### src/rtl/fir_pkg.sv
// Shared types and width helpers for the time-multiplexed FIR tap sequencer.
package fir_pkg;

  typedef enum logic [1:0] {
    IDLE  = 2'd0,
    RUN   = 2'd1,
    DRAIN = 2'd2
  } state_t;

  // Travels alongside each tap so the accumulator knows how to treat mac_sum.
  typedef struct packed {
    logic vld;
    logic first;
    logic last;
  } tag_t;

  function automatic int f_clog2(input int n);
    int r;
    int v;
    r = 0;
    v = n - 1;
    while (v > 0) begin
      r = r + 1;
      v = v >> 1;
    end
    return r;
  endfunction

  function automatic int f_acc_wdth(input int dw, input int cw, input int tn);
    return dw + cw + f_clog2(tn);
  endfunction

  function automatic longint f_round_const(input int shift);
    return longint'(1) << (shift - 1);
  endfunction

endpackage

### src/rtl/fir_tdm_ctrl_if.sv
// Sample, coefficient, MAC and output signals of fir_tdm_ctrl.
// Handshake: a sample transfers on a rising edge where in_valid && in_ready;
// in_valid is ignored while in_ready is low, and out_valid is a one-cycle strobe.
interface fir_tdm_ctrl_if #(
  parameter int DATA_WDTH = 16,
  parameter int COEF_WDTH = 16,
  parameter int TAP_NUM   = 16,
  parameter int OUT_WDTH  = 16
);
  localparam int AW = fir_pkg::f_clog2(TAP_NUM);
  localparam int PW = DATA_WDTH + COEF_WDTH;

  logic                 in_valid;
  logic                 in_ready;
  logic [DATA_WDTH-1:0] in_data;
  logic                 coef_wr_en;
  logic [AW-1:0]        coef_wr_addr;
  logic [COEF_WDTH-1:0] coef_wr_data;
  logic                 coef_wr_err;
  logic [DATA_WDTH-1:0] mac_a;
  logic [COEF_WDTH-1:0] mac_b;
  logic [PW-1:0]        mac_c;
  logic [PW-1:0]        mac_sum;
  logic                 out_valid;
  logic [OUT_WDTH-1:0]  out_data;
  fir_pkg::state_t      dbg_state;

  modport master (
    output in_valid, in_data, coef_wr_en, coef_wr_addr, coef_wr_data, mac_sum,
    input  in_ready, coef_wr_err, mac_a, mac_b, mac_c, out_valid, out_data, dbg_state
  );

  modport slave (
    input  in_valid, in_data, coef_wr_en, coef_wr_addr, coef_wr_data, mac_sum,
    output in_ready, coef_wr_err, mac_a, mac_b, mac_c, out_valid, out_data, dbg_state
  );

endinterface

### src/rtl/fir_round_sat.sv
// Combinational round-half-up, arithmetic shift and width reduction.
// Define FIR_SAT_EN to clamp to the output range instead of wrapping.
module fir_round_sat
  import fir_pkg::*;
#(
  parameter int ACC_WDTH  = 36,
  parameter int OUT_WDTH  = 16,
  parameter int OUT_SHIFT = 15
) (
  input  logic signed [ACC_WDTH-1:0] i_acc,
  output logic        [OUT_WDTH-1:0] o_data
);
  localparam int EW = ACC_WDTH + 1;

  // One guard bit so the rounding bias can never overflow the accumulator.
  logic signed [EW-1:0] w_biased;
  assign w_biased = EW'(i_acc) + EW'(f_round_const(OUT_SHIFT));

`ifdef FIR_SAT_EN
  logic signed [EW-1:0] w_shifted;
  logic                 w_ovf;

  assign w_shifted = w_biased >>> OUT_SHIFT;
  // In range only when every bit above the output sign bit matches it.
  assign w_ovf = !((&w_shifted[EW-1:OUT_WDTH-1]) || (~|w_shifted[EW-1:OUT_WDTH-1]));

  always_comb begin
    o_data = w_shifted[OUT_WDTH-1:0];
    if (w_ovf) begin
      o_data = w_shifted[EW-1] ? {1'b1, {(OUT_WDTH-1){1'b0}}}
                               : {1'b0, {(OUT_WDTH-1){1'b1}}};
    end
  end
`else
  assign o_data = OUT_WDTH'(w_biased >>> OUT_SHIFT);
`endif

endmodule

### src/rtl/fir_tdm_ctrl.sv
// Time-multiplexed FIR tap sequencer/accumulator driving one external pipelined MAC.
// Build option: FIR_SAT_EN selects output saturation (default wraps).
module fir_tdm_ctrl
  import fir_pkg::*;
#(
  parameter int DATA_WDTH = 16,
  parameter int COEF_WDTH = 16,
  parameter int TAP_NUM   = 16,
  parameter int MAC_DELAY = 1,
  parameter int OUT_WDTH  = 16,
  parameter int OUT_SHIFT = 15
) (
  input logic           clk,
  input logic           rst_n,
  input logic           clr,
  fir_tdm_ctrl_if.slave bus
);
  localparam int AW       = f_clog2(TAP_NUM);
  localparam int PW       = DATA_WDTH + COEF_WDTH;
  localparam int ACC_WDTH = f_acc_wdth(DATA_WDTH, COEF_WDTH, TAP_NUM);

  state_t                      r_state;
  logic [AW-1:0]               r_wr_ptr;
  logic [AW-1:0]               r_tap_cnt;
  logic                        r_in_ready;
  logic [DATA_WDTH-1:0]        r_mac_a;
  logic [COEF_WDTH-1:0]        r_mac_b;
  tag_t                        r_tag0;
  logic signed [ACC_WDTH-1:0]  r_acc;
  logic                        r_out_valid;
  logic [OUT_WDTH-1:0]         r_out_data;
  logic                        r_coef_wr_err;
  logic [DATA_WDTH-1:0]        r_dline [TAP_NUM];
  logic [COEF_WDTH-1:0]        r_coef  [TAP_NUM];

  tag_t                        w_tag;
  logic [AW-1:0]               w_tap_nxt;
  logic [AW-1:0]               w_rd_idx;
  logic signed [ACC_WDTH-1:0]  w_sum_ext;
  logic signed [ACC_WDTH-1:0]  w_acc_next;
  logic [OUT_WDTH-1:0]         w_rounded;

  assign w_tap_nxt  = r_tap_cnt + AW'(1);
  assign w_rd_idx   = r_wr_ptr - w_tap_nxt;
  assign w_sum_ext  = {{(ACC_WDTH-PW){bus.mac_sum[PW-1]}}, bus.mac_sum};
  assign w_acc_next = w_tag.first ? w_sum_ext : (r_acc + w_sum_ext);

  // r_tag0 describes the tap on mac_a/mac_b; w_tag is it delayed to line up with mac_sum.
  generate
    if (MAC_DELAY == 0) begin : g_nodly
      assign w_tag = r_tag0;
    end else begin : g_dly
      tag_t r_pipe [MAC_DELAY];
      always_ff @(posedge clk or negedge rst_n) begin
        if (!rst_n) begin
          for (int i = 0; i < MAC_DELAY; i++) r_pipe[i] <= '0;
        end else if (clr) begin
          for (int i = 0; i < MAC_DELAY; i++) r_pipe[i] <= '0;
        end else begin
          r_pipe[0] <= r_tag0;
          for (int i = 1; i < MAC_DELAY; i++) r_pipe[i] <= r_pipe[i-1];
        end
      end
      assign w_tag = r_pipe[MAC_DELAY-1];
    end
  endgenerate

  fir_round_sat #(
    .ACC_WDTH (ACC_WDTH),
    .OUT_WDTH (OUT_WDTH),
    .OUT_SHIFT(OUT_SHIFT)
  ) u_round_sat (
    .i_acc (w_acc_next),
    .o_data(w_rounded)
  );

  always_ff @(posedge clk or negedge rst_n) begin
    if (!rst_n) begin
      r_state       <= IDLE;
      r_wr_ptr      <= '0;
      r_tap_cnt     <= '0;
      r_in_ready    <= 1'b1;
      r_mac_a       <= '0;
      r_mac_b       <= '0;
      r_tag0        <= '0;
      r_acc         <= '0;
      r_out_valid   <= 1'b0;
      r_out_data    <= '0;
      r_coef_wr_err <= 1'b0;
      for (int i = 0; i < TAP_NUM; i++) begin
        r_dline[i] <= '0;
        r_coef[i]  <= '0;
      end
    end else begin
      r_out_valid   <= 1'b0;
      r_coef_wr_err <= 1'b0;
      if (clr) begin
        r_state    <= IDLE;
        r_wr_ptr   <= '0;
        r_tap_cnt  <= '0;
        r_in_ready <= 1'b1;
        r_mac_a    <= '0;
        r_mac_b    <= '0;
        r_tag0     <= '0;
        for (int i = 0; i < TAP_NUM; i++) r_dline[i] <= '0;
      end else begin
        if (w_tag.vld) r_acc <= w_acc_next;
        if (w_tag.vld && w_tag.last) begin
          r_out_valid <= 1'b1;
          r_out_data  <= w_rounded;
        end
        case (r_state)
          IDLE: begin
            if (bus.coef_wr_en) r_coef[bus.coef_wr_addr] <= bus.coef_wr_data;
            if (bus.in_valid) begin
              r_dline[r_wr_ptr] <= bus.in_data;
              // Tap 0 is the new sample; a same-edge write to coef[0] must win.
              r_mac_a    <= bus.in_data;
              r_mac_b    <= (bus.coef_wr_en && (bus.coef_wr_addr == '0)) ? bus.coef_wr_data
                                                                          : r_coef[0];
              r_tag0     <= '{vld: 1'b1, first: 1'b1, last: 1'b0};
              r_tap_cnt  <= '0;
              r_in_ready <= 1'b0;
              r_state    <= RUN;
            end
          end
          RUN: begin
            if (bus.coef_wr_en) r_coef_wr_err <= 1'b1;
            if (r_tap_cnt == AW'(TAP_NUM - 1)) begin
              r_mac_a <= '0;
              r_mac_b <= '0;
              r_tag0  <= '0;
              // With a combinational MAC the last product is already being accumulated.
              if (w_tag.vld && w_tag.last) begin
                r_state    <= IDLE;
                r_in_ready <= 1'b1;
                r_wr_ptr   <= r_wr_ptr + AW'(1);
              end else begin
                r_state <= DRAIN;
              end
            end else begin
              r_mac_a   <= r_dline[w_rd_idx];
              r_mac_b   <= r_coef[w_tap_nxt];
              r_tag0    <= '{vld: 1'b1, first: 1'b0, last: (w_tap_nxt == AW'(TAP_NUM - 1))};
              r_tap_cnt <= w_tap_nxt;
            end
          end
          DRAIN: begin
            if (bus.coef_wr_en) r_coef_wr_err <= 1'b1;
            if (w_tag.vld && w_tag.last) begin
              r_state    <= IDLE;
              r_in_ready <= 1'b1;
              r_wr_ptr   <= r_wr_ptr + AW'(1);
            end
          end
          default: begin
            r_state    <= IDLE;
            r_in_ready <= 1'b1;
          end
        endcase
      end
    end
  end

  assign bus.in_ready    = r_in_ready;
  assign bus.coef_wr_err = r_coef_wr_err;
  assign bus.mac_a       = r_mac_a;
  assign bus.mac_b       = r_mac_b;
  assign bus.mac_c       = '0;
  assign bus.out_valid   = r_out_valid;
  assign bus.out_data    = r_out_data;
  assign bus.dbg_state   = r_state;

endmodule

### src/flat_wrapper.sv
// flat-port wrapper written by rule: the top's interface ports become plain ports
module fir_tdm_ctrl_flat import fir_pkg::*;
#(
  parameter int DATA_WDTH = 16,
  parameter int COEF_WDTH = 16,
  parameter int TAP_NUM   = 16,
  parameter int MAC_DELAY = 1,
  parameter int OUT_WDTH  = 16,
  parameter int OUT_SHIFT = 15
)
  (clk, rst_n, clr, bus_in_valid, bus_in_data, bus_coef_wr_en, bus_coef_wr_addr, bus_coef_wr_data, bus_mac_sum, bus_in_ready, bus_coef_wr_err, bus_mac_a, bus_mac_b, bus_mac_c, bus_out_valid, bus_out_data, bus_dbg_state);
  fir_tdm_ctrl_if #(.DATA_WDTH(DATA_WDTH), .COEF_WDTH(COEF_WDTH), .TAP_NUM(TAP_NUM), .OUT_WDTH(OUT_WDTH)) bus_i ();
  input logic clk;
  input logic rst_n;
  input logic clr;
  input wire logic [$bits(bus_i.in_valid)-1:0] bus_in_valid;
  input wire logic [$bits(bus_i.in_data)-1:0] bus_in_data;
  input wire logic [$bits(bus_i.coef_wr_en)-1:0] bus_coef_wr_en;
  input wire logic [$bits(bus_i.coef_wr_addr)-1:0] bus_coef_wr_addr;
  input wire logic [$bits(bus_i.coef_wr_data)-1:0] bus_coef_wr_data;
  input wire logic [$bits(bus_i.mac_sum)-1:0] bus_mac_sum;
  output wire logic [$bits(bus_i.in_ready)-1:0] bus_in_ready;
  output wire logic [$bits(bus_i.coef_wr_err)-1:0] bus_coef_wr_err;
  output wire logic [$bits(bus_i.mac_a)-1:0] bus_mac_a;
  output wire logic [$bits(bus_i.mac_b)-1:0] bus_mac_b;
  output wire logic [$bits(bus_i.mac_c)-1:0] bus_mac_c;
  output wire logic [$bits(bus_i.out_valid)-1:0] bus_out_valid;
  output wire logic [$bits(bus_i.out_data)-1:0] bus_out_data;
  output wire logic [$bits(bus_i.dbg_state)-1:0] bus_dbg_state;
  assign bus_i.in_valid = bus_in_valid;
  assign bus_i.in_data = bus_in_data;
  assign bus_i.coef_wr_en = bus_coef_wr_en;
  assign bus_i.coef_wr_addr = bus_coef_wr_addr;
  assign bus_i.coef_wr_data = bus_coef_wr_data;
  assign bus_i.mac_sum = bus_mac_sum;
  assign bus_in_ready = bus_i.in_ready;
  assign bus_coef_wr_err = bus_i.coef_wr_err;
  assign bus_mac_a = bus_i.mac_a;
  assign bus_mac_b = bus_i.mac_b;
  assign bus_mac_c = bus_i.mac_c;
  assign bus_out_valid = bus_i.out_valid;
  assign bus_out_data = bus_i.out_data;
  assign bus_dbg_state = bus_i.dbg_state;
  fir_tdm_ctrl #(.DATA_WDTH(DATA_WDTH), .COEF_WDTH(COEF_WDTH), .TAP_NUM(TAP_NUM), .MAC_DELAY(MAC_DELAY), .OUT_WDTH(OUT_WDTH), .OUT_SHIFT(OUT_SHIFT)) u_core (.clk(clk), .rst_n(rst_n), .clr(clr), .bus(bus_i));
endmodule
### config.mk
export PLATFORM = sky130hd
export DESIGN_NAME = fir_tdm_ctrl_flat
export DESIGN_NICKNAME = d
export VERILOG_FILES = /design/src/rtl/fir_pkg.sv /design/src/rtl/fir_tdm_ctrl_if.sv /design/src/rtl/fir_round_sat.sv /design/src/rtl/fir_tdm_ctrl.sv /design/src/flat_wrapper.sv
export SDC_FILE = /design/constraint.sdc
export NUM_CORES = 1
export LEC_CHECK = 0
export CAP_MARGIN = 20
export CORE_ASPECT_RATIO = 0.9
export CORE_UTILIZATION = 40
export DETAILED_ROUTE_END_ITERATION = 8
export GPL_TIMING_DRIVEN = 1
export HOLD_SLACK_MARGIN = 0.05
export PLACE_DENSITY = 0.6
export SKIP_CTS_REPAIR_TIMING = 1
export SLEW_MARGIN = 10
export SYNTH_ARGS = -nofsm -noshare
export SYNTH_HDL_FRONTEND = slang
export SYNTH_SLANG_ARGS = --single-unit
### constraint.sdc
create_clock -name clk -period 5.1 [get_ports clk]
set_input_delay 0.765 -clock clk [delete_from_list [all_inputs] [get_ports clk]]
set_output_delay 0.765 -clock clk [all_outputs]
set_load 0.02 [all_outputs]
## Yosys cells after proc, flatten, opt, wreduce, memory -nomap -nowiden

Cells that the tools add are included.

- Register bits: 615
- Input port bits: 73
- Output and inout port bits: 85
- Word-level logic and storage cells: 146

- Add/subtract/negate cells: 5
- $lt $le $gt $ge: 6
- Equality and inequality tests: 8
- Muxes and demuxes: 54
- Bitwise operators: 5
- Reduce and logical (&&, ||, !) cells: 20

Operator list:

| operator | number |
|---|---|
| $mux 256 | 3 |
| $bwmux 256 | 2 |
| $mux 16 | 13 |
| $bmux 16 s4 | 2 |
| $demux 16 s4 | 2 |
| $pmux 16 s2 | 2 |
| $add 36x32->36 | 1 |
| $mux 36 | 1 |
| $add 31x16->31 const B | 1 |
| $mux 4 | 6 |
| $ge 5x5->1 const B | 4 |
| $not 4->5 | 4 |
| $pmux 4 s2 | 2 |
| $mux 3 | 4 |
| $reduce_and 2->1 | 6 |
| $lt 5x1->1 const B | 2 |
| $mux 2 | 5 |
| $mux 1 | 9 |
| $reduce_and 3->1 | 3 |
| $add 4x1->4 const B | 2 |
| $eq 4x4->1 const B | 2 |
| $ne 3x2->1 const B | 2 |
| $ne 3x3->1 const B | 2 |
| $pmux 2 s3 | 1 |
| 12 further kinds | 17 |

## Longest topological paths before layout

Gate-level depths: netlist (run 1).

- Word-level depth: 9
- Mapped depth: 15
- Depth with buffers taken out: 14

## Cells and area by module

A second synthesis (run 1) with hierarchy kept.

- Cell total of the unflattened synthesis: 2831
- Area total of the unflattened synthesis: 31117.3 um2

By module, submodules not included:

| module | times used | cells an instance | area an instance (um2) | sequential area each (um2) |
|---|---|---|---|---|
| fir_tdm_ctrl | 1 | 2787 | 30739.5 | 15391.0 |
| fir_round_sat | 1 | 44 | 377.9 | 0.0 |

## Least setup slack after synthesis (run 1)

OpenSTA, ideal clock, no wires.

- Path type: reg2reg
- From: register u_core.r_tap_cnt[1]
- To: register u_core.r_mac_a[1], in the netlist u_core.bus.mac_a[1]
- Library setup time: 0.126 ns
- Data arrival time: 4.011 ns
- Required time: 4.974 ns
- Path slack: 0.963 ns
- Stages on the path, launching flop included: 12
- Buffers on the path: 3
- Clock period less this slack: 4.137 ns
- Path through: dfrtp_1 > ha_1 > xnor2_1 > buf_2 > ha_1 > xor2_1 > clkbuf_1 > clkbuf_1 > mux2i_1 > a21oi_1 > a221oi_1 > nor2_1

- Cells in the longest elaborated chain, start to end: 9
- Elaborated cells on any way between the ends: 10
- Classes of those cells: add/sub: 2; eq/ne: 1; mux: 6; bitwise: 1

Ends and longest elaborated chain:

| element | RTL line | RTL |
|---|---|---|
| start, declared | fir_tdm_ctrl.sv:24 | `logic [AW-1:0] r_tap_cnt;` |
| start signal, assigned | fir_tdm_ctrl.sv:145 | `r_tap_cnt <= w_tap_nxt;` |
| $add 4x1->4 | fir_tdm_ctrl.sv:43 | `assign w_tap_nxt = r_tap_cnt + AW'(1);` |
| $sub 4x4->4 | fir_tdm_ctrl.sv:44 | `assign w_rd_idx = r_wr_ptr - w_tap_nxt;` |
| $not 4->5 (implied by the code) | fir_tdm_ctrl.sv:142 | `r_mac_a <= r_dline[w_rd_idx];` |
| $bmux 16 s4 | fir_tdm_ctrl.sv:142 |  |
| $mux 16 (implied by the code) (2 in a row) | fir_tdm_ctrl.sv:142 |  |
| $mux 16 (*) | fir_tdm_ctrl.sv:129 | `if (r_tap_cnt == AW'(TAP_NUM - 1)) begin` |
| $pmux 16 s2 (*) | fir_tdm_ctrl.sv:112 | `case (r_state)` |
| $mux 16 (*) | fir_tdm_ctrl.sv:97 | `if (clr) begin` |
| end signal, assigned | fir_tdm_ctrl.sv:118 | `r_mac_a <= bus.in_data;` |
| end signal, assigned | fir_tdm_ctrl.sv:142 |  |
| end, declared | fir_tdm_ctrl.sv:26 | `logic [DATA_WDTH-1:0] r_mac_a;` |

Mark *: on every way between the ends. The rest lies on a longest branch, timed or not. The select of a mux whose other input is x is not followed.
A chain may end at the register's enable or synchronous reset.

## Worst setup path after layout (run 1)

- From: input port bus_mac_sum[0]
- To: register u_core.r_out_data[14], in the netlist u_core.bus.out_data[14]

- Cells in the longest elaborated chain, start to end: 3

Ends and longest elaborated chain:

| element | RTL line | RTL |
|---|---|---|
| start, declared | flat_wrapper.sv:21 | `input wire logic [$bits(bus_i.mac_sum)-1:0] bus_mac_sum;` |
| $add 36x32->36 | fir_tdm_ctrl.sv:46 | `assign w_acc_next = w_tag.first ? w_sum_ext : (r_acc + w_sum_ext);` |
| $mux 36 (*) | fir_tdm_ctrl.sv:46 |  |
| $add 31x16->31 (*) | fir_round_sat.sv:17 | `assign w_biased = EW'(i_acc) + EW'(f_round_const(OUT_SHIFT));` |
| end signal, assigned | fir_tdm_ctrl.sv:110 | `r_out_data <= w_rounded;` |
| end, declared | fir_tdm_ctrl.sv:31 | `logic [OUT_WDTH-1:0] r_out_data;` |

Mark *: on every way between the ends. The rest lies on a longest branch, timed or not.

==> results of run 1 <==
-- flip-flops by register name, summed over array words and instances, names as in the netlist, 2 cells and up --
name	flops
u_core.bus.dbg_state	2
u_core.bus.mac_a	16
u_core.bus.mac_b	16
u_core.bus.out_data	16
u_core.g_dly.r_pipe	3
u_core.r_acc	31
u_core.r_coef	256
u_core.r_dline	256
u_core.r_tag0	3
u_core.r_tap_cnt	4
u_core.r_wr_ptr	4
-- worst paths after layout --
| path | startpoint | endpoint | slack, ns | cells after the start |
|---|---|---|---|---|
| worst min-delay path | rst_n | u_core.r_acc[29]$_DFFE_PN0P_ | 0.15 | 1 |
| worst min register to register | u_core.bus.out_data[5]$_DFFE_PN0P_ | u_core.bus.out_data[5]$_DFFE_PN0P_ | 0.47 | 2 |
| worst max register to register | u_core.r_wr_ptr[0]$_DFFE_PN0P_ | u_core.bus.mac_a[1]$_DFFE_PN0P_ | 1.27 | 10 |
| worst max-delay path | bus_mac_sum[0] | u_core.bus.out_data[14]$_DFFE_PN0P_ | 1.06 | 13 |
| max in group asynchronous | rst_n | u_core.r_tap_cnt[0]$_DFFE_PN0P_ | 3.65 | 2 |
| min in group clk | u_core.bus.out_data[5]$_DFFE_PN0P_ | u_core.bus.out_data[5]$_DFFE_PN0P_ | 0.47 | 2 |
-- final cells by class --
cell class / count / area [um^2]
multi-input cells: 2027 / 14600
fillers: 6983 / 40900
repair buffers: 198 / 1880
flip-flops and latches: 610 / 15300
clock inverters: 22 / 253
diodes: 2 / 5.00
inverters: 22 / 82.6
clock buffers: 100 / 2050
well taps: 1029 / 1290
-- worst max-delay path: cells and delay by family --
family | cells | cell delay (ns)
buffers and inverters | 1 | 0.43
AND/OR/NAND/NOR | 2 | 0.82
AO/OA/AOI/OAI | 8 | 1.80
adder cells (fa/ha/maj) | 2 | 0.70
-- metrics by stage --
stage	cells	power, mW	worst slack, ns	hold slack, ns
detailed placement	3884	12.0	0.463	0.463
finish	4010	17.0	1.06	0.153
global placement	3882	11.8	0.535	0.457
CTS	4006	17.1	1.09	0.166
global route	4010	17.9	0.825	0.178
floorplan	2917	10.2	0.963	0.435
-- power groups by stage --
stage	clock, mW	combinational (mW)	sequential (mW)
2_1_floorplan	0	3.93	6.30
3_3_place_gp	0	5.55	6.23
3_5_place_dp	0	5.66	6.32
4_1_cts	5.17	5.68	6.24
5_1_grt	5.38	6.17	6.36
6_report	5.05	5.66	6.24
-- cell usage after synthesis (4+ instances only) --
cell      count
nor3_1       21
nand2b_1     10
or3_1         8
nand3_1      23
xor2_1       16
o21ai_0      69
buf_1        15
inv_1        21
nor2b_1      27
nand2_1     676
and3_1        6
mux2_2      258
o211ai_1     11
nor2_1      104
nand4_1      17
buf_4        34
ha_1         43
nor4_1        5
buf_6         4
a31oi_1      13
clkbuf_1    198
a221oi_1     16
dfrtp_1     609
or2_2         9
a21oi_1     373
xnor2_1      18
buf_2         6
a21o_1       11
and2_1        4
mux4_2      143
a211oi_1     21
mux2i_1      27
o21ai_1       5
o21a_1        8
o31ai_1       4
-- cell families after synthesis --
family | synth area share, %
and+or+nand+nor | 12.4
adders and majority gates | 1.88
muxes | 20.8
AOI/OAI and AO/OA | 10.4
buffers and inverters | 3.98
DFF | 49.6
other | 0.0122
xor gates and xnor gates | 1.02
-- metal layers --
layer  vias to the layer above  global-route usage [%]  share of wire [%]
li1                      10200                       -                  -
met1                     11600                    30.9                 43
met2                       710                    37.2                 49
met3                       142                    4.13                5.7
met4                         6                    6.24                2.4
met5                         -                       0              0.041
==> flow_metrics.py, run 1 <==
metrics = {
    "cts": {
        "cts_root_buf": "clkbuf_16",
        "cts_sinks": 610,
        "clk_latency_ns": 0.62,
        "htreeDepth": 3,
        "cts_buffer_depth": 3,
        "cts_tree": "done",
        "numCtsBuffers": 69,
        "path_clk_slew_ns": 0.06,
    },
    "sta": {
        "hold_viol_final": 0,
        "fmax_ghz": 0.248,
        "rsz0062_at_grt": "no",
        "worst_pin_slew_ns": 1.06,
        "setup_tns_ns": 0,
        "period_needed_ns": 4.04,
        "finalSetupViolCount": 0,
        "fin_crit_sh_pct": 79.2,
        "relSlewSlack_pct": 29.0,
        "finalMaxSlewViolations": 0,
        "fin_worst_skew_ns": 0.0203,
    },
    "layout": {
        "nNetsFinal": 3046,
        "layout_commonest_cell": "nand2_1",
        "syn_to_final_growth_pct": 14.9,
        "final_cell_mix": "676 x nand2_1, 607 x dfrtp_1, 373 x a21oi_1",
        "final_core_util_pct": 46.4,
        "fin_area_um2": 35400,
        "drive_above_1_share_pct": 21.7,
    },
    "floorplan": {
        "pin_count": 158,
        "coreArea_um2": 76300,
        "design.die.area_um2": 78100,
        "die_x_um": 295,
        "initial_utilization_pct": 40.4,
        "die_height_um": 265,
        "fp-row-count": 96,
    },
    "global_routing": {
        "grt_pass1_wl_mm": 137,
        "grt.overflow.total": 0,
        "grt_max_degree": 140,
        "grt_pass1_vias": 23000,
        "grt_antenna_before_repair": 5,
        "groute.usage.overall_pct": 22.7,
    },
    "route": {
        "drtPass1Iterations": 5,
        "drtAntennaViolNets": 0,
        "dr.first_iter.drc_count": 2087,
        "wl_per_cell_um": 21.7,
        "wl_mm": 87.0,
        "vias": 22600,
        "route.detailed.drc": 0,
        "avgViaCountPerCell": 5.64,
    },
    "power_and_ir_drop": {
        "p_comb_share_pct": 33.4,
        "powerDensity_nw_per_um2": 479,
        "switching_share_pct": 33.4,
        "switching_power_mw": 5.66,
        "vdd_drop_max_mv": 0.272,
        "p_clk_share_pct": 29.8,
        "p_seq_share_pct": 36.8,
        "cellLeakagePower_nw": 15.2,
        "p_int_mw": 11.3,
    },
    "critical_path": {
        "end_kind": "register",
        "worstPathCellList": "clkdlybuf4s50_1 -> ha_1 -> fa_1 -> a211oi_1 -> o211ai_1 -> a21oi_2 -> a2111oi_4 -> o21a_1 -> or4_4 -> a21o_1 -> nor3_4 -> a311o_1 -> o211ai_2",
        "worst_ep_required_time_ns": 5.58,
        "critical_path.max_fanout": 7,
        "slowest_stage": "or4_4",
        "crit_type": "in2reg",
        "worstPathArrival_ns": 4.52,
        "cp-start-kind": "input pin",
        "slowest_delay_ns": 0.48,
    },
    "placed_design": {
        "gp_congestion": 0.833,
        "io_buffers": 124,
        "dpl_cell_area_um2": 33100,
        "hpwl_mm": 55.7,
    },
    "yosys": {
        "synth_cell_types": 77,
        "ys.flop_type": "dfrtp_1",
        "syn_area_per_cell_um2": 10.7,
        "netlist.area_leader.share_pct": 49.5,
        "synth.ff_latch_count": 610,
        "syn_inst": 2886,
        "synth_area_leaders": "dfrtp_1 49%, mux4_2 10%, mux2_2 9.4%, nand2_1 8.2%, a21oi_1 6.1%",
        "async_flop_share_pct": 100,
        "synth_edf_count": 0,
        "yosys_warnings": 0,
        "yosysSeqAreaShare_pct": 49.6,
        "yosysTopAreaCell": "dfrtp_1",
        "netlist_area_um2": 30800,
    },
    "flow_run": {
        "maxCapViolCount": 0,
    },
    "min_path": {
        "hp-class": "in2async",
    },
    "status": {
        "run_status": "finished clean",
    },
}
(Power assumes the default switching activity.)
==> run 2, diff against run 1 <==
==> constraint.sdc (replaced) <==
create_clock -name clk -period 4.1 [get_ports clk]
set_input_delay 0.615 -clock clk [delete_from_list [all_inputs] [get_ports clk]]
set_output_delay 0.615 -clock clk [all_outputs]
set_load 0.02 [all_outputs]
==> flow_metrics.py, run 2 (synthesis gave the netlist of run 1 again) <==
metrics = {
    "status": {
        "run_status": "finished clean",
    },
    "power_and_ir_drop": {
        "cellLeakagePower_nw": 15.4,
        "powerDensity_nw_per_um2": 600,
        "vdd_drop_max_mv": 0.378,
        "power_mw": 21.5,
    },
    "floorplan": {
        "pin_count": 158,
        "coreArea_um2": 76300,
        "design.die.area_um2": 78100,
        "die_x_um": 295,
        "fp-row-count": 96,
        "initial_utilization_pct": 40.4,
        "die_height_um": 265,
    },
    "global_routing": {
        "use_met1_pct": 31.3,
        "grt_pass1_vias": 23100,
        "groute.usage.overall_pct": 22.8,
        "grt_antenna_before_repair": 3,
        "grt_pass1_wl_mm": 137,
        "grt.overflow.total": 0,
        "gr-usage-met2_pct": 37.1,
        "grt_max_degree": 122,
        "grt_util_met3_pct": 3.98,
        "grt.busiest_layer": "met2",
    },
    "critical_path": {
        "crit_top_cell": "inv_1",
        "rrSetupSlack_ns": 0.41,
        "worst_ep_required_time_ns": 4.57,
        "slowest_delay_ns": 0.76,
        "cp-start-kind": "register",
        "slowest_stage": "fa_2",
        "reg2reg_to": "u_core.bus.mac_a[15]$_DFFE_PN0P_",
        "r2r_cells": 10,
        "worstPathArrival_ns": 4.16,
        "worstPathCellList": "inv_1 -> ha_4 -> inv_1 -> fa_2 -> buf_12 -> mux4_2 -> mux2i_1 -> a21oi_1 -> a221oi_1 -> nor2_1",
        "end_kind": "register",
        "critPathBufInv": 3,
        "cp_top_family": "adder cells",
        "critical_path.max_fanout": 33,
        "r2r-start": "u_core.r_tap_cnt[0]$_DFFE_PN0P_",
        "crit_type": "reg2reg",
    },
    "layout": {
        "final_core_util_pct": 46.9,
        "final_cell_mix": "676 x nand2_1, 607 x dfrtp_1, 373 x a21oi_1",
        "drive_above_1_share_pct": 22.5,
        "nNetsFinal": 3086,
        "nFillCells": 6834,
        "fin_cells": 4047,
        "reg_top3": "u_core.r_coef x256, u_core.r_dline x256, u_core.r_acc x31",
        "layout_commonest_cell": "nand2_1",
        "syn_to_final_growth_pct": 16.1,
        "fin_area_um2": 35800,
    },
    "sta": {
        "relSlewSlack_pct": 29.0,
        "setup_tns_ns": 0,
        "rsz0062_at_grt": "no",
        "finalSetupViolCount": 0,
        "fin_worst_skew_ns": 0.0198,
        "fin_crit_sh_pct": 90.1,
        "hold_viol_final": 0,
        "fmax_ghz": 0.271,
        "period_needed_ns": 3.69,
        "worst_pin_slew_ns": 1.06,
        "finalMaxSlewViolations": 0,
    },
    "cts": {
        "clk_latency_ns": 0.63,
        "path_clk_slew_ns": 0.06,
        "htreeDepth": 3,
        "cts_sinks": 610,
        "numCtsBuffers": 70,
        "cts_tree": "done",
        "cts_root_buf": "clkbuf_16",
        "cts_buffer_depth": 3,
    },
    "route": {
        "vias": 22800,
        "drtAntennaViolNets": 0,
        "wl_per_cell_um": 21.5,
        "drtPass1Iterations": 5,
        "dr.first_iter.drc_count": 2032,
        "route.detailed.drc": 0,
        "wl_mm": 87.0,
        "avgViaCountPerCell": 5.62,
    },
    "placed_design": {
        "dpl_cell_area_um2": 33400,
        "io_buffers": 124,
        "dp_cells": 3923,
        "hpwl_mm": 54.9,
        "gp_congestion": 0.863,
    },
    "flow_run": {
        "maxCapViolCount": 0,
    },
    "min_path": {
        "hp-class": "in2async",
    },
}
==> run 2: per-layer routing <==
metal,up-vias,share of wire (%)
li1,10200,-
met1,11600,43
met2,743,48
met3,149,6.4
met4,4,2.6
met5,-,0.031
==> run 2: cell type report <==
| cell class | count | area [um^2] | area share [%] |
|---|---|---|---|
| Multi-Input combinational cell | 2027 | 14600 | 40.7 |
| Sequential cell | 610 | 15300 | 42.7 |
| Clock buffer | 92 | 1960 | 5.47 |
| Clock inverter | 29 | 363 | 1.01 |
| Inverter | 22 | 82.6 | 0.231 |
| Tap cell | 1029 | 1290 | 3.60 |
| Antenna cell | 1 | 2.50 | 0.00699 |
| Timing Repair Buffer | 237 | 2260 | 6.31 |
==> run 2: where the power goes <==
group	total [mW]	internal [mW]	switching (mW)
Sequential	7.75	7.15	0.604
Combinational	7.34	3.38	3.95
Clock	6.38	3.80	2.58
==> run 2: worst max-delay path by stage <==
stage	start	to	slack [ns]	cells after the start
final	u_core.r_tap_cnt[0]$_DFFE_PN0P_	u_core.bus.mac_a[15]$_DFFE_PN0P_	0.41	10
after detailed placement	bus_mac_sum[0]	u_core.bus.out_data[14]$_DFFE_PN0P_	-0.19	13
after CTS	bus_mac_sum[0]	u_core.bus.out_data[14]$_DFFE_PN0P_	0.46	13
after floorplan	u_core.r_tap_cnt[0]$_DFFE_PN0P_	u_core.bus.mac_a[1]$_DFFE_PN0P_	0.002	14
after global routing	bus_mac_sum[0]	u_core.bus.out_data[13]$_DFFE_PN0P_	0.17	14
after global placement	bus_mac_sum[0]	u_core.bus.out_data[14]$_DFFE_PN0P_	-0.18	13
==> run 2: per-stage QoR <==
stage | hold WS [ns] | setup WS [ns]
global placement | 0.460 | -0.178
floorplan | 0.319 | 0.00164
global route | 0.128 | 0.168
CTS | 0.0843 | 0.457
finish | 0.0668 | 0.408
detailed placement | 0.462 | -0.187
==> run 2: worst reg2reg max path, delay by kind of cell (launching register included) <==
| kind | cells | cell delay (ns) |
|---|---|---|
| AO/OA/AOI/OAI | 2 | 0.83 |
| flip-flops | 1 | 0.48 |
| multiplexers | 2 | 0.70 |
| buffers and inverters | 3 | 0.54 |
| adder cells (fa/ha/maj) | 2 | 0.92 |
| AND/OR/NAND/NOR | 1 | 0.09 |
